### config.mk
export PLATFORM = sky130hd
export DESIGN_NAME = mul8_seq_ctrl
export DESIGN_NICKNAME = d
export VERILOG_FILES = /design/src/rtl/mul8_seq_ctrl.sv
export SDC_FILE = /design/constraint.sdc
export NUM_CORES = 1
export LEC_CHECK = 0
export CORE_UTILIZATION = 61
export CTS_CLUSTER_DIAMETER = 50
export DETAILED_ROUTE_END_ITERATION = 6
export GPL_TIMING_DRIVEN = 0
export PLACE_DENSITY = 0.86
export REMOVE_ABC_BUFFERS = 1
export SKIP_LAST_GASP = 1
export SYNTH_ARGS = -nofsm -noshare
export SYNTH_HDL_FRONTEND = slang
export SYNTH_HIERARCHICAL = 1
export SYNTH_SLANG_ARGS = --single-unit
### constraint.sdc
create_clock -name clk -period 10.5 [get_ports clk]
set_input_delay 1.575 -clock clk [delete_from_list [all_inputs] [get_ports clk]]
set_output_delay 1.575 -clock clk [all_outputs]
set_load 0.05 [all_outputs]
### src/rtl/mul8_seq_ctrl.sv
// Unsigned 8x8->16 multiply, one shared 4x4 array core, one nibble cross-product per cycle.
// Latency: result valid 4 cycles after accept (1 cycle for zero operands with MUL8_SEQ_ZERO_SKIP_EN).
// Backpressure: DONE holds p/out_valid until out_ready; in_ready only in IDLE.

module tt_um_array_multiplier_hhrb98 (
    input  logic [3:0] a,
    input  logic [3:0] b,
    output logic [7:0] p
);
    logic [7:0] row [4];

    always_comb begin
        for (int i = 0; i < 4; i++) begin
            row[i] = b[i] ? ({4'b0, a} << i) : 8'h00;
        end
        p = row[0] + row[1] + row[2] + row[3];
    end
endmodule

module mul8_seq_ctrl (
    input  logic        clk,
    input  logic        rst_n,
    input  logic        in_valid,
    output logic        in_ready,
    input  logic [7:0]  a,
    input  logic [7:0]  b,
    output logic        out_valid,
    input  logic        out_ready,
    output logic [15:0] p,
    output logic        busy
);
    typedef enum logic [1:0] {IDLE, MUL, DONE} state_t;

    state_t      state, state_nxt;
    logic [1:0]  step;
    logic [7:0]  a_q, b_q;
    logic [15:0] acc;
    logic [3:0]  core_a, core_b;
    logic [7:0]  core_p;
    logic [15:0] pp_sh;
    logic        zero_op;

    tt_um_array_multiplier_hhrb98 u_core (
        .a (core_a),
        .b (core_b),
        .p (core_p)
    );

    // Step order: aL*bL, aH*bL, aL*bH, aH*bH
    always_comb begin
        core_a = step[0] ? a_q[7:4] : a_q[3:0];
        core_b = step[1] ? b_q[7:4] : b_q[3:0];
        case (step)
            2'd0:    pp_sh = {8'h00, core_p};
            2'd3:    pp_sh = {core_p, 8'h00};
            default: pp_sh = {4'h0, core_p, 4'h0};
        endcase
    end

`ifdef MUL8_SEQ_ZERO_SKIP_EN
    assign zero_op = (a_q == 8'h00) || (b_q == 8'h00);
`else
    assign zero_op = 1'b0;
`endif

    always_ff @(posedge clk) begin
        if (!rst_n) state <= IDLE;
        else        state <= state_nxt;
    end

    always_comb begin
        state_nxt = state;
        case (state)
            IDLE:    if (in_valid) state_nxt = MUL;
            MUL:     if (zero_op || step == 2'd3) state_nxt = DONE;
            DONE:    if (out_ready) state_nxt = IDLE;
            default: state_nxt = IDLE;
        endcase
    end

    always_ff @(posedge clk) begin
        if (!rst_n) begin
            step <= 2'd0;
            acc  <= 16'h0000;
            p    <= 16'h0000;
            a_q  <= 8'h00;
            b_q  <= 8'h00;
        end else begin
            case (state)
                IDLE: begin
                    if (in_valid) begin
                        a_q  <= a;
                        b_q  <= b;
                        acc  <= 16'h0000;
                        step <= 2'd0;
                    end
                end
                MUL: begin
                    if (zero_op) begin
                        p <= 16'h0000;
                    end else begin
                        acc  <= acc + pp_sh;
                        step <= step + 2'd1;
                        if (step == 2'd3) p <= acc + pp_sh;
                    end
                end
                default: ;
            endcase
        end
    end

    always_comb begin
        in_ready  = (state == IDLE);
        out_valid = (state == DONE);
        busy      = (state != IDLE);
    end
endmodule

==> impl_results.md <==
- Worst EP arrival: 5.60 ns
- Power per Cell Area: 99.0 mW/mm^2
- Worst Hold Class: reg -> reg
- Main combinational cell family by area after synthesis: simple AND/OR/NAND/NOR gates
- Family with the most delay on the worst path: adder cells
- Clk buf depth: 2
- Area Growth Syn to Fin: 14.2%
- Total GRT Usage: 27.3%
- Worst reg-to-reg setup slack: 5.11 ns
- Slew Viols, Final: 0
- Post-Synth Simple-Gate Area: 22.5%
- Worst Tran Pin Value: 0.835 ns
- Core ar.: 0.00517 mm^2
- Drc violations: 0
- Largest net degree at the start of global routing: 56
- Cell taking the most area after synthesis: dfxtp_1
- IO buf count: 38
- Synth Cell Area: 0.00330 mm^2
- Initial core utilization: 63.8%
- Slew HR: 44.2%
- EDFF count, synth: 0
- WP buf/inv: 2
- Largest stage delay, worst path: 0.56 ns
- Hold Crit Start: p[1]
- Setup TNS: 0 ns
- Crit end category: flip-flop
- Synth top area cells: dfxtp_1 32%, ha_1 11%, nand2_1 10%
- First-pass GRT wire length: 11.8 mm
- Grt total ovfl: 0
- CTS tree: done
- Die area: 0.00570 mm^2
- Row cnt: 26
- Worst Path Max Fanout: 8
- Most common cell after layout, fill and taps aside: nand2_1
- Post-CTS Hold Buffers: 0
- Num CTS Buffers: 5
- Worst R2R Start: step[0]
- Die Ht: 75.5 um
- Hold Path Cell Cnt: 2
- Synth cell types: 46
- Final Hold Vio Count: 0
- Worst-case reg-to-reg path depth: 17
- Post-CTS sizing: 0
- Setup CP Type: reg -> reg
- CTS H-tree lvls: 2
- Wire per inst: 14.0 um
- Instance count of the mapped netlist: 403
- Die W: 75.5 um
- Layout Cells excl Fill: 496
- Hold endpoint: p[1]
- Unrepaired setup endpoints after global routing: false
- YS warnings: 6
- Final setup skew: 0.00510 ns
- I/O pin total: 39
- Register area share after synthesis: 31.6%
- Worst-path clk slew: 0.10 ns
- Vias per cell: 5.71
- Setup Fix Bufs, Post-CTS: 0
- Drt pass-1 iters: 4
- Synthesized flop and latch total: 52
- Final WL: 6.92 mm
- Period minus WS final: 5.39 ns
- Number of max-cap violations: 0
- Final net count: 479
- Worst path slowest cell: fa_1
- Share of cells above drive strength 1: 5.16%
- Synth async-reset ratio: 0%
- Antenna-violating nets left: 0
- Most frequent cells in the layout: 92 x nand2_1, 52 x dfxtp_1, 37 x clkdlybuf4s50_1
- CP Cell Sequence: mux2_2, and2_1, fa_1, inv_1, fa_1, inv_1, ha_1, fa_1, nand2_1, o21ai_0, ha_1, a21oi_1, o21ai_0, o211ai_1, nand2_1, and4b_1, a311o_1
- Clk_lat worst skew: 0.31 ns
- Clock root buffer: clkbuf_8
- Peak VDD IR: 105 uV
- Synth top area share: 31.6%
- Fillers: 408
- WP data required: 10.71 ns
- XOR/XNOR Fraction of Synth Area: 4.78%
- Final setup vio count: 0
- Worst r2r dst: p[9]
- Multiplexer share of the synthesized area: 2.73%
- CP Launch Type: flip-flop
- Leakage power total: 1.58 nW
- Post-layout util: 72.8%
- Antenna violations before repair: 0
- CP most frequent cell: fa_1
- Post-DP HPWL: 5.15 mm
- Synth Area in Compound Gates: 20.4%
- Initial DRC Count: 189
- Run status: complete, no violations
- Mean Syn Cell Area: 8.18 um^2
- Highest achievable clock rate: 186 MHz
- Final Cycle Share: 51.3%
- Ant. Diodes: 0
- Vias: 2831
- Post-synth top flop: dfxtp_1
- Post-Place Cells: 488
- Via count of the first global-routing pass: 2698
- Number of cells on the critical path: 17
- Adder-Cell Fraction of Synth Area: 14.3%
- Final RePlAce weighted congestion: 0.868
- Power, Total: 0.373 mW
- Clock sink count: 52
==> worst max path at each step <==
stage	from	to	slack (ns)
after floorplan	step[0]	p[14]	5.66
after global placement	step[0]	p[9]	5.35
after detailed placement	step[0]	p[14]	5.28
after CTS	step[1]	p[9]	5.17
after global routing	step[0]	p[9]	4.89
final	step[0]	p[9]	5.11
==> power by group <==
part | internal (mW) | total (mW) | switching [mW]
clock network | 0.0528 | 0.121 | 0.0680
registers | 0.202 | 0.205 | 0.00328
logic | 0.0196 | 0.0469 | 0.0273
==> cell usage after synthesis (all sizes together), types with 2 or more instances <==
master  instances
a211oi          2
a21boi         27
a21o            3
a21oi          15
a221oi          2
a32o            4
and2           25
and3            3
clkbuf         22
dfxtp          52
fa              6
ha             28
inv            10
mux2            8
nand2          92
nand3          18
nand4           3
nor2            8
nor2b           5
nor3            2
o211a           2
o211ai          3
o21a            2
o21ai          28
xnor2          13
xor2            5
==> flip-flops by register name, summed over array words and instances, names as in the netlist <==
name and count:
state 2, b_q 8, a_q 8, acc 16, step 2, p 16
==> worst reg2reg max path, stage by stage, from the launching register on <==
cell	delay, ns
dfxtp_1	0.51
mux2_2	0.42
and2_1	0.18
fa_1	0.56
inv_1	0.06
fa_1	0.53
inv_1	0.04
ha_1	0.21
fa_1	0.53
nand2_1	0.06
o21ai_0	0.17
ha_1	0.30
a21oi_1	0.32
o21ai_0	0.21
o211ai_1	0.47
nand2_1	0.19
and4b_1	0.25
a311o_1	0.30
==> layer usage <==
metal	vias to the layer above	track usage, %	wire length, um
met4	0	10.1	180
met5	-	0	0
met2	73	49.8	3560
met3	23	4.76	217
met1	1310	31.9	2960
li1	1425	-	-
==> through the flow <==
stage          instance area, um^2  worst slack [ns]  hold WS (ns)
2_1_floorplan                 3210              5.66         0.432
5_1_grt                       3770              4.89         0.496
4_1_cts                       3770              5.17         0.471
6_report                      3770              5.11         0.467
3_3_place_gp                  3680              5.35         0.444
3_5_place_dp                  3670              5.28         0.456
==> cells by family (layout without fill, tap and decap cells) <==
group | after synthesis | count (layout)
adder cells (fa/ha/maj) | 34 | 34
AO/OA/AOI/OAI | 98 | 98
XOR/XNOR | 18 | 18
buffers and inverters | 33 | 56
flip-flops | 52 | 52
AND/OR/NAND/NOR | 160 | 160
multiplexers | 8 | 8
==> layout make-up <==
cell class | instances | area [um^2] | area share (%)
multi-input cells | 318 | 2130 | 56.6
clock inverters | 2 | 10.0 | 0.266
clock buffers | 6 | 82.6 | 2.19
repair buffers | 38 | 375 | 9.97
inverters | 10 | 37.5 | 0.997
well taps | 70 | 87.6 | 2.33
flip-flops and latches | 52 | 1040 | 27.6
(Power assumes the default switching activity.)
